File: config.mk
export PLATFORM = sky130hd
export DESIGN_NAME = sdram_traffic_gen
export DESIGN_NICKNAME = d
export VERILOG_FILES = /design/src/rtl/sdram_traffic_gen.sv
export SDC_FILE = /design/constraint.sdc
export NUM_CORES = 1
export LEC_CHECK = 0
export ABC_AREA = 1
export CORE_MARGIN = 1
export CORE_UTILIZATION = 47
export DETAILED_ROUTE_END_ITERATION = 6
export PLACE_DENSITY = 0.83
export SLEW_MARGIN = 20
export SYNTH_ARGS = -nofsm -noshare
export SYNTH_HDL_FRONTEND = slang
export SYNTH_SLANG_ARGS = --single-unit
export TNS_END_PERCENT = 10
File: constraint.sdc
create_clock -name clk -period 4.9 [get_ports clk]
set_clock_uncertainty 0.05 [all_clocks]
set_input_delay 0.98 -clock clk [delete_from_list [all_inputs] [get_ports clk]]
set_output_delay 0.98 -clock clk [all_outputs]
set_load 0.01 [all_outputs]
File: src/rtl/sdram_traffic_gen.sv
// Traffic generator and checker for the sdram_top command port.
// It runs a write pass over NUM_OPS locations, then a read-back pass over the
// same locations. Each read is compared against data regenerated from a
// reseeded LFSR.
//
// state     | meaning
// ----------+-------------------------------------------------------
// S_IDLE    | waiting for start
// S_W_ISSUE | sel strobe for a write, addr/in_data valid
// S_W_WAIT  | write outstanding, waiting for ready or timeout
// S_R_ISSUE | sel strobe for a read, in_data = 0
// S_R_WAIT  | read outstanding, compare out_data on ready
// S_DONE    | one-cycle done pulse with pass verdict
module sdram_traffic_gen #(
  parameter int          DATA_W    = 32,
  parameter int          ADDR_W    = 32,
  parameter int          NUM_OPS   = 8,
  parameter logic [13:0] ROW_BASE  = 14'd0,
  parameter logic [31:0] DATA_SEED = 32'hACE1_2345,
  parameter int          TIMEOUT   = 1024
) (
  input  logic              clk,
  input  logic              rst,
  input  logic              start,
  input  logic [1:0]        mode,
  output logic              write,
  output logic              sel,
  output logic [DATA_W-1:0] in_data,
  output logic [ADDR_W-1:0] addr,
  input  logic [DATA_W-1:0] out_data,
  input  logic              ready,
  output logic              busy,
  output logic              done,
  output logic              pass,
  output logic              timeout,
  output logic [15:0]       err_count,
  output logic [8:0]        first_err_idx
);

  typedef enum logic [2:0] {
    S_IDLE, S_W_ISSUE, S_W_WAIT, S_R_ISSUE, S_R_WAIT, S_DONE
  } state_t;

  localparam int          TW        = $clog2(TIMEOUT + 1);
  localparam logic [8:0]  LAST_IDX  = 9'(NUM_OPS - 1);
  // Galois mask for x^32 + x^22 + x^2 + x + 1, right-shifting form.
  localparam logic [31:0] LFSR_TAPS = 32'h8020_0003;

  state_t          state;
  logic [1:0]      mode_q;
  logic [8:0]      idx;
  logic [31:0]     lfsr;
  logic [TW-1:0]   tmo_cnt;

  logic [8:0]      idx_nxt;
  logic [31:0]     lfsr_nxt;
  logic            mismatch;

  function automatic logic [31:0] lfsr_step(input logic [31:0] v);
    return (v >> 1) ^ (v[0] ? LFSR_TAPS : 32'd0);
  endfunction

  // Mode 3 is reserved and falls through to the sequential-column layout.
  function automatic logic [ADDR_W-1:0] op_addr(input logic [1:0] m, input logic [8:0] n);
    logic [8:0]        col;
    logic [1:0]        bank;
    logic [13:0]       row;
    logic [ADDR_W-1:0] a;
    col  = 9'd0;
    bank = 2'd0;
    row  = ROW_BASE;
    case (m)
      2'd1: begin
        bank = n[1:0];
        col  = {2'b00, n[8:2]};
      end
      2'd2:    row = ROW_BASE + {5'd0, n};
      default: col = n;
    endcase
    a       = '0;
    a[24:0] = {col, bank, row};
    return a;
  endfunction

  // Next-op index, next data word and read compare for the current op.
  always_comb begin
    idx_nxt  = idx + 9'd1;
    lfsr_nxt = lfsr_step(lfsr);
    mismatch = (out_data != lfsr[DATA_W-1:0]);
  end

  // Sequencer with registered command and status outputs.
  always_ff @(posedge clk) begin
    if (rst) begin
      state         <= S_IDLE;
      mode_q        <= 2'd0;
      idx           <= 9'd0;
      lfsr          <= DATA_SEED;
      tmo_cnt       <= '0;
      write         <= 1'b0;
      sel           <= 1'b0;
      in_data       <= '0;
      addr          <= '0;
      busy          <= 1'b0;
      done          <= 1'b0;
      pass          <= 1'b0;
      timeout       <= 1'b0;
      err_count     <= 16'd0;
      first_err_idx <= 9'd0;
    end else begin
      sel  <= 1'b0;
      done <= 1'b0;
      case (state)
        S_IDLE: begin
          if (start) begin
            mode_q        <= mode;
            err_count     <= 16'd0;
            first_err_idx <= 9'd0;
            timeout       <= 1'b0;
            pass          <= 1'b0;
            idx           <= 9'd0;
            lfsr          <= DATA_SEED;
            busy          <= 1'b1;
            write         <= 1'b1;
            sel           <= 1'b1;
            addr          <= op_addr(mode, 9'd0);
            in_data       <= DATA_SEED[DATA_W-1:0];
            state         <= S_W_ISSUE;
          end
        end
        S_W_ISSUE: begin
          tmo_cnt <= TW'(TIMEOUT - 1);
          state   <= S_W_WAIT;
        end
        S_W_WAIT: begin
          if (ready) begin
            sel <= 1'b1;
            if (idx == LAST_IDX) begin
              idx     <= 9'd0;
              lfsr    <= DATA_SEED;
              write   <= 1'b0;
              addr    <= op_addr(mode_q, 9'd0);
              in_data <= '0;
              state   <= S_R_ISSUE;
            end else begin
              idx     <= idx_nxt;
              lfsr    <= lfsr_nxt;
              addr    <= op_addr(mode_q, idx_nxt);
              in_data <= lfsr_nxt[DATA_W-1:0];
              state   <= S_W_ISSUE;
            end
          end else if (tmo_cnt == '0) begin
            timeout <= 1'b1;
            busy    <= 1'b0;
            done    <= 1'b1;
            pass    <= 1'b0;
            write   <= 1'b0;
            state   <= S_DONE;
          end else begin
            tmo_cnt <= tmo_cnt - 1'b1;
          end
        end
        S_R_ISSUE: begin
          tmo_cnt <= TW'(TIMEOUT - 1);
          state   <= S_R_WAIT;
        end
        S_R_WAIT: begin
          if (ready) begin
            if (mismatch) begin
              if (err_count != 16'hFFFF) err_count <= err_count + 16'd1;
              if (err_count == 16'd0) first_err_idx <= idx;
            end
            if (idx == LAST_IDX) begin
              busy  <= 1'b0;
              done  <= 1'b1;
              pass  <= !mismatch && (err_count == 16'd0);
              state <= S_DONE;
            end else begin
              idx   <= idx_nxt;
              lfsr  <= lfsr_nxt;
              sel   <= 1'b1;
              addr  <= op_addr(mode_q, idx_nxt);
              state <= S_R_ISSUE;
            end
          end else if (tmo_cnt == '0) begin
            timeout <= 1'b1;
            busy    <= 1'b0;
            done    <= 1'b1;
            pass    <= 1'b0;
            state   <= S_DONE;
          end else begin
            tmo_cnt <= tmo_cnt - 1'b1;
          end
        end
        S_DONE:  state <= S_IDLE;
        default: state <= S_IDLE;
      endcase
    end
  end

endmodule

==> results of run 1 <==
## per-layer routing
layer / GRT usage [%] / wire (microns)
met1: 32.9 / 8150
met2: 40.3 / 8750
met5: 0 / 0
met3: 5.17 / 1370
met4: 9.41 / 361
## layout make-up
| type | count | area [sq um] | share of cell area [%] |
|---|---|---|---|
| Clock inverter | 10 | 140 | 1.61 |
| Inverter | 78 | 300 | 3.46 |
| Sequential cell | 140 | 2800 | 32.3 |
| Multi-Input combinational cell | 715 | 3550 | 40.8 |
| Timing Repair Buffer | 123 | 1220 | 14.0 |
| Tap cell | 184 | 230 | 2.65 |
| Clock buffer | 21 | 450 | 5.18 |
## cell families (layout without fill, tap and decap cells)
family / count (synthesis) / in the layout / share of synthesized area, %
other cells: 1 / 12 / 0.0538
fa+ha+maj: 6 / 6 / 1.08
simple gates: 473 / 473 / 29.6
flops: 140 / 140 / 40.2
buf+inv: 136 / 232 / 9.43
compound gates: 181 / 181 / 14.2
xor+xnor: 43 / 43 / 5.41
## flip-flops by register name, summed over array words and instances (netlist names), 2 cells and up
register / flops
lfsr: 32
first_err_idx: 9
mode_q: 2
tmo_cnt: 11
err_count: 16
addr: 20
state: 3
in_data: 32
idx: 9
## worst register-to-register path, stage by stage (launching register included)
cell and delay (ps):
dfxtp_1 500, inv_2 70, nand3_2 140, nor2_2 80, nor2_2 650, nand2_2 460
nand2_2 520, inv_2 360, o211ai_1 200, a21oi_2 70
## through the flow
stage	setup WS, ps	power (uW)	utilization, %	instances
2_1_floorplan	2750	2100	-	991
3_3_place_gp	741	2310	55.9	1240
3_5_place_dp	690	2330	55.9	1240
4_1_cts	1110	3640	60.0	1271
5_1_grt	827	3810	60.0	1271
6_report	1050	3640	60.0	1271
## report_power, final
group / total, uW / switching [uW] / leakage [uW] / internal, uW
clock: 1310 / 495 / 0.000292 / 812
sequential: 1360 / 101 / 0.00114 / 1260
combinational: 971 / 641 / 0.00180 / 330
total: 3640 / 1240 / 0.00323 / 2400
## final timing paths
| check | from | to | slack [ps] | depth (start not counted) |
|---|---|---|---|---|
| worst max-delay path | ready | addr[20]$_SDFFE_PP0P_ | 1050 | 9 |
| worst min-delay path | in_data[4]$_SDFFE_PP0P_ | in_data[4]$_SDFFE_PP0P_ | 420 | 2 |
| worst max register to register | state[2]$_SDFFE_PP0N_ | addr[20]$_SDFFE_PP0P_ | 1670 | 9 |
| worst min register to register | in_data[4]$_SDFFE_PP0P_ | in_data[4]$_SDFFE_PP0P_ | 420 | 2 |
## layout by cell type, fill, tap and decap left out, types with 15 or more instances in the layout
cell             synthesis  layout
a21oi_1                104     104
a21oi_2                 15      15
clkbuf_16                0      17
clkdlybuf4s50_1          0     119
dfxtp_1                140     140
inv_1                   65      65
nand2_1                231     231
nand2_2                 16      16
nand3_1                 50      50
nand4_1                 21      21
nor2_1                 123     123
o21ai_0                 40      40
xnor2_1                 26      26
xor2_1                  17      17
==> impl_metrics.toml, run 1 <==
[final_layout]
final_area_sq_um = 8690
drive_gt1_share_pct = 8.46
antenna_cells = 0
nNetsFinal = 1119
syn2layout_area_growth_pct = 24.8
nFillCells = 1277

[sta]
hold_violations = 0
setup_tns_ps = 0
slew_viol_final = 0
tightest_slew_ps = 928
max_freq_mhz = 260
rsz0062_at_grt = "no"
min_period_over_period_pct = 78.6
fin_crit_ps = 3850
relSlewSlack_pct = 38.1
timing.hold.ws_ps = 416
setup-violations-final = 0

[placed_design]
port-buffer-count = 120
gp_routability_congestion = 0.935
hpwl_microns = 12600
placed_cell_area_sq_um = 8100

[clock_network]
ctsHoldBuffers = 0
clk_latency_ps = 430
htreeDepth = 4
clockBufferDepth = 2
cts_sinks = 140
cts_tree = "done"
root_buffer = "clkbuf_16"
cts_resized = 0
cts.clk_slew.worst_paths_ps = 60
cts_setup_buffers = 0
cts_made_buffers = 17

[run_status]
status = "finished, violations left"
violations = "DRC"

[logic_synthesis]
async_flop_share_pct = 0
synth_top_cells_by_area = "dfxtp_1 40%, nand2_1 12%, a21oi_1 7.5%"
synth_most_common_cell = "nand2_1"
synth_cells = 980
yosysTopAreaCellShare_pct = 40.2
synthTopCellsByCount = "231 x nand2_1, 140 x dfxtp_1, 123 x nor2_1, 104 x a21oi_1, 65 x inv_1"
synth_area_sq_um = 6970
ys_warn_count = 0
ys_seq_elements = 140
ys_types = 42
synth.largest_area_cell = "dfxtp_1"
synth-edff-count = 0
synth_area_per_cell_sq_um = 7.11
seq_area_frac_synth_pct = 40.2
yosys_most_used_dff = "dfxtp_1"

[drt]
drcViolationCount = 1
drtIter0Drc = 644
wl_microns = 18600
firstDrtPassIters = 7
antenna_left = 0
vias_per_cell = 5.35
wl_per_cell_microns = 14.7
vias = 6799

[worst_setup_path]
crit_chain = "clkdlybuf4s50_1, inv_2, nor2_2, nor2_2, nand2_2, nand2_2, inv_2, o211ai_1, a21oi_2"
cp_slowest_stage_delay_ps = 640
cp_data_required_time_ps = 5150
cp_slowest_cell = "nor2_2"
worstSetupPathType = "in2reg"
critPathBufInv = 3
cp_top_family = "simple AND/OR/NAND/NOR gates"
path_max_fanout = 29
crit_path_end_kind = "flip-flop"
arrival_ps = 4100
worst_setup_path_start_kind = "input port"

[floorplan]
start_util_pct = 48.1
die_w_microns = 124
fp.coreArea_sq_um = 14500
io_pins = 133
fp.dieH_microns = 124
dieArea_sq_um = 15300
rows = 44

[power_and_ir_drop]
peakVddDrop_mv = 0.315
power_density_nw_per_um2 = 419
p_leak_uw = 0.00323

[grt]
antenna_found_initial = 0
grt_pass1_wl_microns = 29700
gr-total-overflow = 0
first_global_vias = 6072
grt_max_degree = 53
grt_usage_pct = 25.1

[run]
cap_violations = 0

[worst_hold_path]
hold_path.class = "reg2reg"
(Power assumes the default switching activity.)
==> run 2, diff against run 1 <==
PLACE_DENSITY = 0.86   (was 0.83)
clock period = 3.25 ns   (was 4.9 ns; I/O delays follow)
==> run 2 against run 1 <==
Setup slack got worse by 450 ps. Flip-flop and latch count unchanged. Non-clock buffer count rose by 8. Die area did not move. Via count grew 1.0%. The run now ends clean. Power grew 54%. Count of clock-buffer cells in the layout down 1.
==> impl_metrics.toml, run 2 (synthesized netlist as in run 1, its figures left out) <==
[floorplan]
io_pins = 133
die_w_microns = 124
fp.coreArea_sq_um = 14500
dieArea_sq_um = 15300
start_util_pct = 48.1
rows = 44
fp.dieH_microns = 124

[run_status]
status = "completed"

[sta]
fin_crit_ps = 2660
tightest_slew_ps = 1070
rsz0062_at_grt = "no"
max_freq_mhz = 377
setup_tns_ps = 0
slew_viol_final = 0
setup-violations-final = 0
min_period_over_period_pct = 81.7
relSlewSlack_pct = 28.7
hold_violations = 0

[final_layout]
post-route-util_pct = 60.8
syn2layout_area_growth_pct = 26.4
biggestRegsByFlops = "in_data (32), lfsr (32), addr (20)"
final_cell_mix = "231 x nand2_1, 140 x dfxtp_1, 123 x nor2_1"
drive_gt1_share_pct = 9.49
antenna_cells = 0
final_common_cell = "nand2_1"
nNetsFinal = 1127

[placed_design]
gp_routability_congestion = 0.930
port-buffer-count = 120
hpwl_microns = 12900

[worst_setup_path]
reg2reg_setup_slack_ps = 730
path_max_fanout = 20
endpoint = "idx[5]$_SDFFE_PP0P_"
cp_data_required_time_ps = 3470
worst_setup_path_start_kind = "input port"
r2r-end = "idx[5]$_SDFFE_PP0P_"
arrival_ps = 2880
timing.rr.start = "state[2]$_SDFFE_PP0N_"
reg2reg_depth = 10
worstSetupPathType = "in2reg"
crit_path_end_kind = "flip-flop"
crit_path_start = "ready"

[drt]
vias = 6867
wl_microns = 18700
wl_per_cell_microns = 14.6
firstDrtPassIters = 5
drtIter0Drc = 571
antenna_left = 0
vias_per_cell = 5.36
drcViolationCount = 0

[clock_network]
ctsHoldBuffers = 0
cts_tree = "done"
clk_latency_ps = 420
cts_setup_buffers = 0
cts_sinks = 140
clockBufferDepth = 2
cts_made_buffers = 17
cts.clk_slew.worst_paths_ps = 60
cts_resized = 0
root_buffer = "clkbuf_16"
htreeDepth = 4

[power_and_ir_drop]
power_density_nw_per_um2 = 638
p_leak_uw = 0.00329
peakVddDrop_mv = 0.493

[grt]
antenna_found_initial = 0
grt_pass1_wl_microns = 30800
gr-total-overflow = 0
grt_usage_pct = 25.7
first_global_vias = 6445
grt_max_degree = 98

[run]
cap_violations = 0

[worst_hold_path]
hold_path.class = "reg2reg"
run 2: area by class of cell:
class,count,area [sq um]
Sequential cell,140,2800
Fill cell,1247,5680
Clock inverter,12,160
Timing Repair Buffer,131,1290
Tap cell,184,230
Multi-Input combinational cell,715,3550
Clock buffer,20,467
Inverter,78,300
run 2: worst max-delay path, cell delays in order:
cell,delay (ps)
clkdlybuf4s50_1,440
inv_2,120
nor2_2,80
nor2_2,610
nand2_2,270
nand2_2,140
buf_4,280
nor2_1,120
a21oi_2,110
nor2_1,40
run 2: worst min path at each step:
| stage | slack (ps) | from | cells past startpoint | to |
|---|---|---|---|---|
| final | 420 | addr[4]$_SDFFE_PP0P_ | 2 | addr[4]$_SDFFE_PP0P_ |
| after detailed placement | 410 | in_data[7]$_SDFFE_PP0P_ | 2 | in_data[7]$_SDFFE_PP0P_ |
| after floorplan | 400 | tmo_cnt[1]$_SDFFE_PP0P_ | 2 | tmo_cnt[1]$_SDFFE_PP0P_ |
| after global routing | 430 | addr[6]$_SDFFE_PP0P_ | 2 | addr[6]$_SDFFE_PP0P_ |
| after CTS | 420 | in_data[3]$_SDFFE_PP0P_ | 2 | in_data[3]$_SDFFE_PP0P_ |
| after global placement | 400 | addr[4]$_SDFFE_PP0P_ | 2 | addr[4]$_SDFFE_PP0P_ |
run 2: power by group:
part | total, uW | internal, uW | switching (uW) | leakage [uW]
registers | 2050 | 1900 | 150 | 0.00114
clock network | 2040 | 1270 | 768 | 0.000307
logic | 1530 | 546 | 982 | 0.00184
run 2: layer usage:
| metal | track usage (%) | vias up | wire, microns |
|---|---|---|---|
| li1 | - | 3348 | - |
| met1 | 33.9 | 3181 | 8290 |
| met2 | 40.2 | 302 | 8500 |
| met3 | 6.23 | 36 | 1510 |
| met4 | 10.1 | 0 | 414 |
| met5 | 0 | - | 0 |
run 2: metrics by stage:
stage          total power [uW]  instances  setup slack (ps)  hold slack (ps)  cell area, sq um
3_5_place_dp               3580       1248               206              409              8170
2_1_floorplan              3160        991              1420              398              7010
3_3_place_gp               3540       1248               268              402              8170
5_1_grt                    5910       1280               380              434              8800
6_report                   5620       1280               594              416              8800
4_1_cts                    5610       1280               634              418              8800
==> run 3, diff against run 2 <==
PLACE_DENSITY = 0.83   (was 0.86)
clock period = 2.7 ns   (was 3.25 ns; I/O delays follow)
==> run 3 against run 2 <==
The run now ends with DRC left. Critical endpoint is now first_err_idx[7]$_SDFFE_PP0P_. Largest cell class unchanged. Sequential share of layout area barely moved. Core utilization barely moved. Die area did not move. Via count fell by 1.6%. First-iteration DRC count fell by 2.6%. Wire length fell by 2.2%.
==> impl_metrics.toml, run 3 (synthesized netlist as in run 1, its figures left out) <==
[worst_setup_path]
timing.rr.start = "err_count[0]$_SDFFE_PP0P_"
crit_top_cell = "nand2_1"
cp_slowest_stage_delay_ps = 490
reg2reg_setup_slack_ps = 590
arrival_ps = 2370
reg2reg_depth = 9
worstSetupPathType = "in2reg"
critPathBufInv = 1
path_max_fanout = 10
cp_slowest_cell = "clkdlybuf4s50_1"
cp_top_family = "simple AND/OR/NAND/NOR gates"
r2r-end = "err_count[12]$_SDFFE_PP0P_"
path_depth = 11
crit_path_end_kind = "flip-flop"
worst_setup_path_start_kind = "input port"
crit_chain = "clkdlybuf4s50_1, xnor2_1, nand2_1, nor2_1, nand2_1, nor2_1, nand2_1, nand3_2, nand2_2, nand2_1, a21oi_1"
cp_data_required_time_ps = 2930

[grt]
antenna_found_initial = 0
grt_usage_pct = 24.9
gr-total-overflow = 0
grt_pass1_wl_microns = 29700
first_global_vias = 6197
grt_max_degree = 98

[floorplan]
start_util_pct = 48.1
io_pins = 133
rows = 44
fp.coreArea_sq_um = 14500
dieArea_sq_um = 15300
die_w_microns = 124
fp.dieH_microns = 124

[clock_network]
cts_sinks = 140
clockBufferDepth = 2
htreeDepth = 4
cts_setup_buffers = 0
clk_latency_ps = 420
root_buffer = "clkbuf_16"
cts_resized = 0
cts_made_buffers = 17
cts_tree = "done"
cts.clk_slew.worst_paths_ps = 60
ctsHoldBuffers = 0

[sta]
rsz0062_at_grt = "no"
timing.hold.ws_ps = 415
slew_viol_final = 0
max_freq_mhz = 468
hold_violations = 0
fin_crit_ps = 2140
min_period_over_period_pct = 79.2
setup-violations-final = 0
relSlewSlack_pct = 57.7
tightest_slew_ps = 634
setup_tns_ps = 0

[final_layout]
nNetsFinal = 1134
biggestRegsByFlops = "in_data (32), lfsr (32), addr (20)"
final_cell_mix = "231 x nand2_1, 140 x dfxtp_1, 123 x nor2_1"
post-route-util_pct = 60.8
syn2layout_area_growth_pct = 26.4
final_common_cell = "nand2_1"
antenna_cells = 0
drive_gt1_share_pct = 9.88

[worst_hold_path]
whs_endpoint = "addr[2]$_SDFFE_PP0P_"
hp-start = "addr[2]$_SDFFE_PP0P_"
hold_path.class = "reg2reg"
holdPathStages = 2

[run_status]
status = "finished, violations left"
violations = "DRC"

[drt]
wl_per_cell_microns = 14.2
drtIter0Drc = 556
drcViolationCount = 1
antenna_left = 0
firstDrtPassIters = 7
wl_microns = 18300
vias = 6755
vias_per_cell = 5.25

[run]
cap_violations = 0

[placed_design]
hpwl_microns = 12800
gp_routability_congestion = 0.920
port-buffer-count = 120

[power_and_ir_drop]
p_leak_uw = 0.00329
peakVddDrop_mv = 0.546
power_density_nw_per_um2 = 740
## run 3: changes by cell type in the layout (fill, tap and decap cells not counted)
cell and change:
buf_4 +4, clkinv_2 +3, buf_12 +2, bufinv_16 -2, clkbuf_1 +2, clkinv_4 -2
clkinvlp_4 +2, inv_6 -2, buf_2 +1, clkbuf_8 -1
## run 3: final cells by class
class	instances	area, sq um
repair buffers	138	1370
flip-flops and latches	140	2800
clock buffers	21	460
inverters	78	300
well taps	184	230
fillers	1305	5670
clock inverters	11	95.1
multi-input cells	715	3550
## run 3: per-layer routing
metal / vias to the layer above / part of all wire, % / GRT usage, %
met4: 0 / 1.6 / 9.04
li1: 3368 / - / -
met2: 265 / 48 / 41.3
met3: 29 / 8.3 / 6.68
met1: 3093 / 43 / 30.9
met5: - / 0 / 0
## run 3: worst max-delay path by stage
| stage | startpoint | to | slack [ps] |
|---|---|---|---|
| 2_1_floorplan | err_count[0]$_SDFFE_PP0P_ | err_count[7]$_SDFFE_PP0P_ | 870 |
| 3_3_place_gp | out_data[27] | first_err_idx[8]$_SDFFE_PP0P_ | 210 |
| 3_5_place_dp | out_data[2] | first_err_idx[7]$_SDFFE_PP0P_ | 140 |
| 4_1_cts | err_count[11]$_SDFFE_PP0P_ | err_count[11] | 590 |
| 5_1_grt | out_data[21] | first_err_idx[2]$_SDFFE_PP0P_ | 340 |
| 6_report | out_data[2] | first_err_idx[7]$_SDFFE_PP0P_ | 560 |
## run 3: through the flow
step	cells	setup WS (ps)	area, sq um	total power [uW]
CTS	1287	588	8800	6530
finish	1287	563	8800	6520
detailed placement	1255	144	8250	4350
global placement	1255	207	8250	4310
global route	1287	343	8800	6880
floorplan	991	872	7010	3810
## run 3: report_power, final
group	internal (uW)	leakage (uW)	switching (uW)	total, uW
clock network	1310	0.000269	882	2190
registers	2290	0.00114	178	2460
logic	687	0.00188	1180	1860
## run 3: tightest hold or removal path, delay by kind of cell, from the launching register on
kind | cells | cell delay [ps]
flip-flops | 1 | 310
AO/OA/AOI/OAI | 1 | 50
AND/OR/NAND/NOR | 1 | 60
